--- src/rtl/mux_arb_reg.sv ---
// N-input registered mux with static / fixed-priority / round-robin grant; 1-cycle latency, full throughput.
// Backpressure: while the output word is held (out_valid && !out_ready) every in_ready is low.
module mux_arb_reg #(
  parameter int WIDTH = 8,
  parameter int N     = 4,
  parameter int SELW  = 2,
  parameter int CNTW  = 16
) (
  input  logic                 clk,
  input  logic                 rst_n,
  input  logic [1:0]           mode,
  input  logic [SELW-1:0]      sel,
  input  logic [N*WIDTH-1:0]   in_data,
  input  logic [N-1:0]         in_valid,
  output logic [N-1:0]         in_ready,
  output logic [WIDTH-1:0]     out_data,
  output logic                 out_valid,
  input  logic                 out_ready,
  output logic [SELW-1:0]      out_chan,
  output logic [CNTW-1:0]      xfer_cnt
);

  logic [WIDTH-1:0] r_out_data;
  logic             r_out_valid;
  logic [SELW-1:0]  r_out_chan;
  logic [CNTW-1:0]  r_xfer_cnt;
  logic [SELW-1:0]  r_rr_ptr;

  logic             w_load;
  logic             w_gnt_vld;
  logic [SELW-1:0]  w_gnt_idx;
  logic [WIDTH-1:0] w_ch [N];

  function automatic logic [SELW-1:0] rr_idx(input logic [SELW-1:0] p, input int k);
    int s;
    s = int'(p) + k;
    if (s >= N) s = s - N;
    return SELW'(s);
  endfunction

  always_comb begin
    for (int i = 0; i < N; i++) w_ch[i] = in_data[i*WIDTH +: WIDTH];
  end

  assign w_load = !r_out_valid || out_ready;

  // Loops run from the far end so the nearest candidate is written last and wins.
  always_comb begin
    w_gnt_vld = 1'b0;
    w_gnt_idx = '0;
    case (mode)
      2'b01: begin
        for (int i = N-1; i >= 0; i--) begin
          if (in_valid[i]) begin
            w_gnt_vld = 1'b1;
            w_gnt_idx = SELW'(i);
          end
        end
      end
      2'b10: begin
        for (int k = N-1; k >= 0; k--) begin
          if (in_valid[rr_idx(r_rr_ptr, k)]) begin
            w_gnt_vld = 1'b1;
            w_gnt_idx = rr_idx(r_rr_ptr, k);
          end
        end
      end
      default: begin
        if (int'(sel) < N && in_valid[sel]) begin
          w_gnt_vld = 1'b1;
          w_gnt_idx = sel;
        end
      end
    endcase
  end

  always_comb begin
    in_ready = '0;
    for (int i = 0; i < N; i++)
      in_ready[i] = rst_n && w_load && w_gnt_vld && (w_gnt_idx == SELW'(i));
  end

  always_ff @(posedge clk or negedge rst_n) begin
    if (!rst_n) begin
      r_out_data  <= '0;
      r_out_valid <= 1'b0;
      r_out_chan  <= '0;
      r_xfer_cnt  <= '0;
      r_rr_ptr    <= '0;
    end else begin
      if (r_out_valid && out_ready) r_xfer_cnt <= r_xfer_cnt + CNTW'(1);
      if (w_load) begin
        if (w_gnt_vld) begin
          r_out_data  <= w_ch[w_gnt_idx];
          r_out_chan  <= w_gnt_idx;
          r_out_valid <= 1'b1;
          if (mode == 2'b10)
            r_rr_ptr <= (w_gnt_idx == SELW'(N-1)) ? '0 : w_gnt_idx + SELW'(1);
        end else begin
          r_out_valid <= 1'b0;
        end
      end
    end
  end

  assign out_data  = r_out_data;
  assign out_valid = r_out_valid;
  assign out_chan  = r_out_chan;
  assign xfer_cnt  = r_xfer_cnt;

endmodule

--- config.mk ---
export PLATFORM = sky130hd
export DESIGN_NAME = mux_arb_reg
export DESIGN_NICKNAME = d
export VERILOG_FILES = /design/src/rtl/mux_arb_reg.sv
export SDC_FILE = /design/constraint.sdc
export NUM_CORES = 1
export LEC_CHECK = 0
export BUFFER_PORTS_ARGS = -buffer_cell sky130_fd_sc_hd__buf_2
export CAP_MARGIN = 40
export CORE_MARGIN = 10
export CORE_UTILIZATION = 48
export DETAILED_ROUTE_END_ITERATION = 8
export GPL_TIMING_DRIVEN = 0
export MAX_ROUTING_LAYER = met4
export PLACE_DENSITY = 0.8
export SYNTH_ARGS = -nofsm -noshare
export SYNTH_HDL_FRONTEND = slang
export SYNTH_SLANG_ARGS = --single-unit
export TNS_END_PERCENT = 100
--- constraint.sdc ---
create_clock -name clk -period 2.6 [get_ports clk]
set_input_delay 0.26 -clock clk [delete_from_list [all_inputs] [get_ports clk]]
set_output_delay 0.26 -clock clk [all_outputs]
set_load 0.01 [all_outputs]
==> results of run 1 <==
## cell type report
cell class,instances,area (µm²)
sequential,29,727
tap,48,60.1
buffer,4,35.0
clock buffer,6,72.6
multi-input combinational,130,977
clock inverter,2,10.0
fill,342,1320
timing repair buffer,74,373
inverter,16,60.1
## cell usage after synthesis, types with 6 or more instances
| library cell | count |
|---|---|
| a211oi_1 | 16 |
| xnor2_1 | 9 |
| nand3_1 | 10 |
| inv_1 | 15 |
| mux2i_1 | 11 |
| a2111oi_0 | 8 |
| xor2_1 | 6 |
| nor2_1 | 16 |
| ha_1 | 7 |
| and3_1 | 6 |
| dfrtp_1 | 29 |
| nand2_1 | 6 |
## state kept, by name, summed over array words and instances (netlist names)
| name | cells |
|---|---|
| xfer_cnt | 16 |
| out_data | 8 |
| out_chan | 2 |
| r_rr_ptr | 2 |
| out_valid | 1 |
## stage by stage
stage | cell area, µm² | total power, W | cells
after CTS | 2300 | 0.00156 | 308
after global placement | 2220 | 0.00119 | 300
after floorplan | 1790 | 0.000978 | 179
after detailed placement | 2220 | 0.00121 | 300
final | 2310 | 0.00155 | 309
after global routing | 2310 | 0.00166 | 309
## where the power goes
part | internal, W | switching, W
logic | 0.000246 | 0.000274
clock network | 0.000185 | 0.000162
registers | 0.000568 | 0.000112
total | 0.000998 | 0.000549
## timing repair
| item | CTS | global route |
|---|---|---|
| buffers inserted | 0 | 1 |
| setup endpoints to repair | 0 | 4 |
| endpoints found under the hold margin | 0 | 0 |
| resized for setup | 0 | 3 |
## layer usage
metal | GRT usage [%] | up-vias | share of wire (%)
li1 | - | 817 | -
met1 | 17.7 | 754 | 42
met3 | 5.63 | 8 | 11
met5 | - | - | 0
met4 | 5.19 | 0 | 1.4
met2 | 22.5 | 82 | 46
## cells by family after synthesis
kind of cell,Yosys count,synth area share [%]
AOI/OAI and AO/OA,39,18.3
xor gates and xnor gates,15,7.32
adders and majority gates,7,4.88
buffers and inverters,20,5.30
DFF,29,40.4
muxes,15,8.65
and+or+nand+nor,54,15.1
## worst paths after layout
| kind | start | endpoint | slack [ns] | cells past startpoint |
|---|---|---|---|---|
| max reg2reg | r_rr_ptr[1] | r_rr_ptr[1] | 0.45 | 7 |
| max in group asynchronous | rst_n | r_rr_ptr[1] | 2.10 | 1 |
| min | rst_n | xfer_cnt[11] | 0.02 | 1 |
| min in group clk | in_data[21] | out_data[5] | 0.32 | 3 |
| max | r_rr_ptr[1] | in_ready[0] | 0.11 | 9 |
| min reg2reg | xfer_cnt[15] | xfer_cnt[15] | 0.49 | 1 |
## critical path, cell delays in order (launching register included)
cell and delay (ns):
dfrtp_2 0.45, nand2b_1 0.15, a21o_2 0.27, a211o_1 0.28, buf_6 0.16, buf_8 0.15, inv_2 0.08, ha_1 0.13
and3_1 0.15, buf_2 0.14
==> summary.txt, run 1 <==
Status
  – Outcome: completed

Global routing
  – Maximum number of pins on one net before global-route repair: 34
  – Overflow left after global routing: 0
  – Via count of the first global-routing pass: 1725
  – Global router's overall resource usage: between 10% and 20%
  – Global-route wire length before repair: 7.62 mm
  – Initial antenna violation count: 0

Synthesis
  – Total standard cell area after synthesis: about 1800 µm²
  – Synthesis warning total: 0
  – Post-synthesis instance total: around 180
  – Post-Synthesis Net Count: around 230
  – Synth area leaders: dfrtp_1, a211oi_1, mux2i_1, ha_1, xnor2_1
  – Main flop type after synthesis: dfrtp_1
  – Number of enable-type register cells in the synthesized netlist: 0
  – Share of synthesized registers carrying an async set or reset: 100%
  – Largest area contributor in the netlist: dfrtp_1
  – Area share of the largest cell type after synthesis: 40.4%
  – Netlist cell types: 42
  – Mean instance size in the synthesized netlist: 10.0 µm²
  – Sequential-to-total area share from yosys stat: 40.4%
  – Flops & latches, synth: 29

Finish
  – Share of cells above drive strength 1: a little over a third
  – Count of nets after finishing: 310
  – Most common cell after layout, fill and taps aside: buf_2
  – Core occupancy in the finished layout: 63.7%
  – Diodes inserted: 0
  – Area Growth Syn to Fin: 29.0%
  – Top library cells by usage in the layout, fill and taps aside: buf_2, dfrtp_1, a211oi_1, inv_1, nor2_1

Critical path
  – Startpoint Class: flip-flop
  – Required time at the endpoint of the critical path: 2.34 ns
  – Crit path kind: reg2out
  – Kind of end point of the critical path: output pin
  – Crit path DAT: around 2.2 ns
  – Critical-path maximum fanout: 11

STA
  – RSZ-0062 raised after global routing: no
  – Setup Skew: around 0.002 ns
  – Pins over their slew limit: 0
  – Setup violators final: 0
  – Measured slew at the worst slew-check pin: 0.755 ns
  – Part of the cycle the worst path needs: 95.7%
  – Worst slack on hold paths: ~0.023 ns
  – Post-route setup TNS: 0 ns
  – Crit path setup slack, layout: 0.111 ns
  – Shortest clock period the worst path allows after layout: about 2.5 ns
  – Worst slew margin: 49.6%
  – Total count of hold-check failures in the final report: 0
  – Maximum achievable frequency: 0.402 GHz

Placed design
  – Number of buffer cells added on primary ports: 73
  – Setup Slack @ Placement: 0.0827 ns
  – Weighted congestion reported at the end of routability-driven placement: 0.751
  – HPWL Detailed: 3.72 mm

Detailed routing
  – Number of vias in the routed layout: between 1.5k and 2k
  – Wire length after detailed routing: approximately 4.7 mm
  – Count of routing violations after the opening detailed-route iteration: 43
  – Average wire per standard cell: 15.2 µm
  – Post-DR vias/cell: 5.38
  – DRC viols: 0
  – Count of TritonRoute iterations in the first routing pass: 4
  – Post-route ant nets: 0

Clock tree
  – Clk pin slew, worst setup/hold paths: 0.06 ns
  – Maximum number of buffers from clock root to sink: 2
  – Hold buffer count at cts: 0
  – Count of clock tree sinks: 29
  – Worst-Skew Late Latency: 0.27 ns
  – Clk root buf: clkbuf_8
  – Clock H-tree levels: 2
  – Clock buffer count from CTS: 5
  – CTS tree: done

Floorplan
  – Effective utilization at floorplan: 49.4%
  – Core outline area: between 3000 and 4000 µm²
  – Chip Width: a little over 80 µm
  – Area of the die: 6580 µm²
  – Count of pins on the block boundary: 74
  – Row count: 22
  – Die H: around 81 µm

Power and ir drop
  – Leakage power summed over all cells: 1.19 nW
  – Worst supply voltage drop on vdd: roughly 0.30 mV
  – Power per cell area: 668 nW/µm²

Hold path
  – Tightest Hold Check Type: in2async

Run
  – Reported max-cap violation count: 0
Note: power is estimated with default switching activity, not from simulation.
==> run 2: changes to the inputs <==
--- a/config.mk
+++ b/config.mk
@@ -8,11 +8,12 @@
 export BUFFER_PORTS_ARGS = -buffer_cell sky130_fd_sc_hd__buf_2
 export CAP_MARGIN = 40
 export CORE_MARGIN = 10
-export CORE_UTILIZATION = 48
+export CORE_UTILIZATION = 43
 export DETAILED_ROUTE_END_ITERATION = 8
 export GPL_TIMING_DRIVEN = 0
 export MAX_ROUTING_LAYER = met4
-export PLACE_DENSITY = 0.8
+export PLACE_DENSITY = 0.76
+export SETUP_SLACK_MARGIN = 0.15
 export SYNTH_ARGS = -nofsm -noshare
 export SYNTH_HDL_FRONTEND = slang
 export SYNTH_SLANG_ARGS = --single-unit
==> constraint.sdc (replaced) <==
create_clock -name clk -period 2.19 [get_ports clk]
set_input_delay 0.219 -clock clk [delete_from_list [all_inputs] [get_ports clk]]
set_output_delay 0.219 -clock clk [all_outputs]
set_load 0.01 [all_outputs]
==> run 2 against run 1 <==
Against the previous run: count of clock-buffer cells in the layout down 1; non-clock buffer count up 13; final area up 16%; first-iteration DRC count down 28%; the run now ends with setup timing left; register-to-register slack worse by 0.32 ns; largest power group unchanged; sequential cell count unchanged; critical path depth unchanged; critical endpoint unchanged.
==> summary.txt, run 2 (same netlist as run 1, synthesis figures left out) <==
Status
  – Outcome: finished with violations
  – Failing checks: setup timing

Global routing
  – Via count of the first global-routing pass: 1824 (+5.7%)
  – Initial antenna violation count: 0 (unchanged)
  – Maximum number of pins on one net before global-route repair: 30 (-12%)
  – Global-route wire length before repair: 8.41 mm (+10%)
  – Overflow left after global routing: 0 (unchanged)
  – Global router's overall resource usage: 14.7% (-0.19 points)

Run
  – Reported max-cap violation count: 0 (unchanged)

Clock tree
  – CTS tree: done
  – Clk pin slew, worst setup/hold paths: 0.07 ns (about the same)
  – Clock buffer count from CTS: 5 (unchanged)
  – Clk root buf: clkbuf_8
  – Count of clock tree sinks: 29 (unchanged)
  – Clock H-tree levels: 2 (unchanged)
  – Worst-Skew Late Latency: 0.29 ns (+0.02 ns)
  – Maximum number of buffers from clock root to sink: 2 (unchanged)

STA
  – Total count of hold-check failures in the final report: 0 (unchanged)
  – Pins over their slew limit: 0 (unchanged)
  – Worst slack on hold paths: 0.251 ns (+0.227 ns)
  – Shortest clock period the worst path allows after layout: 2.33 ns
  – Setup violators final: 4 (+4)
  – Worst slew margin: 65.9% (+16 points)
  – Maximum achievable frequency: ~0.43 GHz
  – RSZ-0062 raised after global routing: yes
  – Measured slew at the worst slew-check pin: 0.507 ns (-0.248 ns)
  – Part of the cycle the worst path needs: 106%
  – Setup Skew: 0.00461 ns (+0.00262 ns)
  – Crit path setup slack, layout: -0.137 ns (-0.248 ns)

Floorplan
  – Effective utilization at floorplan: 44.5% (-4.8 points)
  – Core outline area: 4030 µm² (+11%)
  – Row count: 23 (+4.5%)
  – Die H: 84.6 µm (+4.3%)
  – Area of the die: 7160 µm² (+8.7%)
  – Count of pins on the block boundary: 74 (unchanged)
  – Chip Width: 84.6 µm (+4.3%)

Detailed routing
  – Average wire per standard cell: 15.7 µm (+3.2%)
  – Count of routing violations after the opening detailed-route iteration: 31 (-28%)
  – Number of vias in the routed layout: 1701 (+2.4%)
  – Post-DR vias/cell: 5.25 (-2.3%)
  – Count of TritonRoute iterations in the first routing pass: 4 (unchanged)
  – DRC viols: 0 (unchanged)
  – Wire length after detailed routing: 5.09 mm (+8.2%)
  – Post-route ant nets: 0 (unchanged)

Hold path
  – Hold Crit Endpoint: out_data[0]
  – Tightest Hold Check Type: in2reg
  – Count of cells along the worst hold path: 3
  – Critical hold path startpoint: in_data[16]

Finish
  – Core occupancy in the finished layout: 66.4% (+2.7 points)
  – Area Growth Syn to Fin: 49.1%
  – Flip-flop count of the largest register after layout: 16 (unchanged)
  – Final cell count without fillers: 324 (+4.9%)
  – Most common cell after layout, fill and taps aside: buf_2
  – Count of nets after finishing: 323 (+4.2%)
  – Share of cells above drive strength 1: 47.4% (+11 points)
  – Top library cells by usage in the layout, fill and taps aside: buf_2, dfrtp_1, nor2_1, inv_1
  – Diodes inserted: 0 (unchanged)

Placed design
  – Weighted congestion reported at the end of routability-driven placement: 0.782 (+4.2%)
  – HPWL Detailed: 3.69 mm (-0.71%)
  – Number of buffer cells added on primary ports: 73 (unchanged)
  – Placed Cells incl. Taps: 302 (+0.67%)

Critical path
  – Critical-path maximum fanout: 5 (-6)
  – Slowest cell on crit path: dfrtp_2
  – Required time at the endpoint of the critical path: 1.97 ns (-0.37 ns)
  – Cell-by-cell listing of the critical path: mux2i_1, o2111a_2, a211o_1, buf_6, buf_12, clkinv_8, ha_4, and3_4, buf_6
  – Crit path kind: reg2out
  – Endpoint of the most critical register-to-register path: out_data[2]
  – Crit path DAT: 2.11 ns (-0.12 ns)
  – Worst path bufs/invs: 4 (unchanged)
  – Startpoint Class: flip-flop
  – Worst reg2reg setup slack: 0.13 ns (-0.32 ns)
  – CP delay by family, top: compound AO/OA/AOI/OAI gates
  – R2R depth: 7 (unchanged)
  – Crit path top cell by count: buf_6
  – Critical R2R Launch: r_rr_ptr[1]
  – Delay of the slowest critical-path stage: 0.44 ns (about the same)
  – Kind of end point of the critical path: output pin

Power and ir drop
  – Power per cell area: 753 nW/µm² (+13%)
  – Total Power: 0.00202 W (+30%)
  – Worst supply voltage drop on vdd: 0.525 mV (+78%)
  – Leakage power summed over all cells: 1.28 nW (+7.5%)
[run 2: layer usage]
| metal | vias to the layer above | track usage [%] | part of all wire (%) |
|---|---|---|---|
| li1 | 848 | - | - |
| met1 | 782 | 16.9 | 43 |
| met2 | 62 | 22.3 | 47 |
| met3 | 9 | 5.60 | 7.4 |
| met4 | 0 | 5.99 | 2.1 |
| met5 | - | - | 0 |
[run 2: final cells by class]
| class | instances | area (µm²) |
|---|---|---|
| fill | 327 | 1350 |
| multi-input combinational | 130 | 1160 |
| sequential | 29 | 727 |
| timing repair buffer | 87 | 527 |
| inverter | 16 | 72.6 |
| clock buffer | 5 | 68.8 |
| tap | 50 | 62.6 |
| buffer | 4 | 43.8 |
| clock inverter | 3 | 17.5 |
[run 2: metrics by stage]
stage          TNS (ns)  instance area, µm²  worst slack (ns)
4_1_cts          -0.517                2540            -0.135
5_1_grt          -0.839                2680            -0.224
2_1_floorplan         0                1810             0.180
6_report         -0.487                2680            -0.137
3_5_place_dp      -1.98                2230            -0.202
3_3_place_gp      -1.82                2230            -0.182
[run 2: how the worst max path moves through the flow]
stage / startpoint / endpoint / slack [ns] / cells past startpoint
after global routing: mode[0] / in_ready[0] / -0.22 / 12
after CTS: r_rr_ptr[1] / in_ready[0] / -0.14 / 9
after floorplan: r_rr_ptr[1] / r_rr_ptr[1] / 0.18 / 7
after detailed placement: mode[0] / in_ready[0] / -0.20 / 12
after global placement: mode[0] / in_ready[0] / -0.18 / 12
final: r_rr_ptr[1] / in_ready[0] / -0.14 / 9
[run 2: timing repair]
| action | 4_1_cts | 5_1_grt |
|---|---|---|
| pin swaps | 7 | 7 |
| hold buffers | 2 | 0 |
| hold endpoints to repair | 29 | 0 |
| endpoints found under the setup margin | 13 | 14 |
| buffers inserted | 10 | 2 |
| resized for setup | 24 | 28 |
[run 2: worst min-delay path, delay by kind of cell]
kind            cells  cell delay, ns
mux                 1            0.11
buf+inv             1            0.09
compound gates      1            0.08
[run 2: power by group]
| group | leakage [nW] | switching [W] | internal (W) |
|---|---|---|---|
| clock | 0.0439 | 0.000209 | 0.000218 |
| combinational | 0.876 | 0.000385 | 0.000400 |
| sequential | 0.357 | 0.000128 | 0.000674 |
==> run 3: changes to the inputs <==
--- a/config.mk
+++ b/config.mk
@@ -6,8 +6,8 @@
 export NUM_CORES = 1
 export LEC_CHECK = 0
 export BUFFER_PORTS_ARGS = -buffer_cell sky130_fd_sc_hd__buf_2
-export CAP_MARGIN = 40
-export CORE_MARGIN = 10
+export CAP_MARGIN = 10
+export CORE_MARGIN = 2
 export CORE_UTILIZATION = 43
 export DETAILED_ROUTE_END_ITERATION = 8
 export GPL_TIMING_DRIVEN = 0
==> run 3 against run 2 <==
Against the previous run: the run still ends with setup timing left; power fell by 3.4%; first-iteration DRC count rose to 3.6 times the previous value; worst setup slack improved by 0.0077 ns; clock power barely moved; sequential power rose by 0.7%; core utilization fell by 1.1 points; fmax rose by 0.33%; final area fell by 2.4%; critical path type unchanged; largest cell class unchanged; highest routed layer unchanged.
==> summary.txt, run 3 (same netlist as run 1, synthesis figures left out) <==
Status
  – Outcome: finished with violations
  – Failing checks: setup timing

Clock tree
  – Worst-Skew Late Latency: 0.28 ns (about the same)
  – Clk root buf: clkbuf_8
  – Maximum number of buffers from clock root to sink: 2 (unchanged)
  – Clock H-tree levels: 2 (unchanged)
  – Clk pin slew, worst setup/hold paths: 0.06 ns (about the same)
  – CTS tree: done
  – Clock buffer count from CTS: 5 (unchanged)
  – Count of clock tree sinks: 29 (unchanged)

Global routing
  – Global router's overall resource usage: 20.6% (+5.9 points)
  – Initial antenna violation count: 0 (unchanged)
  – Via count of the first global-routing pass: 1637 (-10%)
  – Global-route wire length before repair: 7.00 mm (-17%)
  – Overflow left after global routing: 0 (unchanged)
  – Maximum number of pins on one net before global-route repair: 28 (-6.7%)

Floorplan
  – Die H: 68.6 µm (-19%)
  – Row count: 23 (unchanged)
  – Area of the die: 4710 µm² (-34%)
  – Count of pins on the block boundary: 74 (unchanged)
  – Chip Width: 68.6 µm (-19%)
  – Effective utilization at floorplan: 44.9% (+0.32 points)
  – Core outline area: 4000 µm² (-0.71%)

STA
  – Setup Skew: 0.00404 ns (-0.000570 ns)
  – Maximum achievable frequency: 0.431 GHz (+0.33%)
  – Worst slack on hold paths: 0.264 ns (+0.0132 ns)
  – Pins over their slew limit: 0 (unchanged)
  – RSZ-0062 raised after global routing: yes
  – Crit path setup slack, layout: -0.129 ns (+0.00774 ns)
  – Total count of hold-check failures in the final report: 0 (unchanged)
  – Measured slew at the worst slew-check pin: 0.669 ns (+0.162 ns)
  – Worst slew margin: 55.3% (-11 points)
  – Part of the cycle the worst path needs: 106% (-0.35 points)
  – Shortest clock period the worst path allows after layout: 2.32 ns (-0.00774 ns)
  – Setup violators final: 4 (unchanged)

Power and ir drop
  – Power per cell area: 746 nW/µm² (-1.0%)
  – Leakage power summed over all cells: 1.26 nW (-1.5%)
  – Worst supply voltage drop on vdd: 0.332 mV (-37%)
  – Total Power: 0.00195 W (-3.4%)

Finish
  – Flip-flop count of the largest register after layout: 16 (unchanged)
  – Share of cells above drive strength 1: 45.2% (-2.3 points)
  – Count of nets after finishing: 319 (-1.2%)
  – Core occupancy in the finished layout: 65.2% (-1.1 points)
  – Area Growth Syn to Fin: 45.5%
  – Diodes inserted: 0 (unchanged)
  – Top library cells by usage in the layout, fill and taps aside: buf_2, dfrtp_1, inv_1, nor2_1, mux2i_1
  – Most common cell after layout, fill and taps aside: buf_2

Detailed routing
  – Count of TritonRoute iterations in the first routing pass: 4 (unchanged)
  – Number of vias in the routed layout: 1708 (+0.41%)
  – Post-route ant nets: 0 (unchanged)
  – Average wire per standard cell: 14.2 µm (-9.5%)
  – Post-DR vias/cell: 5.34 (+1.7%)
  – DRC viols: 0 (unchanged)
  – Wire length after detailed routing: 4.55 mm (-11%)
  – Count of routing violations after the opening detailed-route iteration: 111 (+260%)

Placed design
  – Weighted congestion reported at the end of routability-driven placement: 0.742 (-5.1%)
  – Number of buffer cells added on primary ports: 73 (unchanged)
  – Setup Slack @ Placement: -0.230 ns (-0.0282 ns)
  – HPWL Detailed: 3.10 mm (-16%)

Critical path
  – CP delay by family, top: compound AO/OA/AOI/OAI gates
  – Crit path DAT: 2.10 ns (about the same)
  – Kind of end point of the critical path: output pin
  – Worst path bufs/invs: 4 (unchanged)
  – Slowest cell on crit path: dfrtp_2
  – Required time at the endpoint of the critical path: 1.97 ns (about the same)
  – Crit path kind: reg2out
  – Startpoint Class: flip-flop
  – Cell-by-cell listing of the critical path: mux2i_1, o2111a_2, a211o_1, buf_6, buf_12, clkinv_8, ha_4, and3_4, buf_6
  – Critical-path maximum fanout: 7 (+2)
  – Delay of the slowest critical-path stage: 0.45 ns (about the same)
  – Crit path top cell by count: buf_6

Run
  – Reported max-cap violation count: 0 (unchanged)

Hold path
  – Tightest Hold Check Type: in2reg
-- run 3: path summary, 6_finish.rpt --
path,start,to,slack (ns),cells past startpoint
min in group asynchronous,rst_n,xfer_cnt[13],0.51,3
worst max-delay path,r_rr_ptr[1],in_ready[0],-0.13,9
worst max register to register,r_rr_ptr[1],out_data[6],0.20,8
max in group asynchronous,rst_n,out_valid,1.09,3
worst min-delay path,in_data[19],out_data[3],0.26,3
worst min register to register,xfer_cnt[15],xfer_cnt[15],0.47,1
-- run 3: worst reg2reg max path, cell delays in order (launching register included) --
cell and delay (ns):
dfrtp_2 0.45, mux2i_1 0.13, o2111a_2 0.28, a211o_1 0.27, buf_6 0.12, buf_12 0.13, buf_4 0.18, a211oi_2 0.23
a211oi_1 0.07
-- run 3: metrics by stage --
step	cell area, µm²	cells	setup TNS [ns]
after floorplan	1810	179	0
final	2610	320	-0.484
after global routing	2610	320	-0.848
after detailed placement	2230	302	-2.06
after global placement	2230	302	-2.03
after CTS	2490	319	-0.624
-- run 3: layer usage --
metal	vias to the layer above	track usage (%)	part of all wire, %
met3	7	5.19	5.5
met5	-	-	0
met2	64	36.7	51
met1	797	21.8	42
li1	840	-	-
met4	0	8.00	1.4
-- run 3: power breakdown --
part / switching [W] / internal [W]
clock: 0.000206 / 0.000220
sequential: 0.000134 / 0.000674
combinational: 0.000365 / 0.000347
-- run 3: timing repair --
item	in CTS	in global routing
cloned	0	0
buffers inserted	6	1
pin swaps	3	12
resized for setup	18	27
hold buffers	3	0
endpoints found under the setup margin	13	14
hold endpoints to repair	2	0
-- run 3: final cells by class --
cell class                      instances  area, µm²
Clock buffer                            6       72.6
Clock inverter                          2       10.0
Multi-Input combinational cell        130       1130
Tap cell                               50       62.6
Buffer                                  4       41.3
Fill cell                             335       1390
Timing Repair Buffer                   83        490
Inverter                               16       72.6
Sequential cell                        29        727
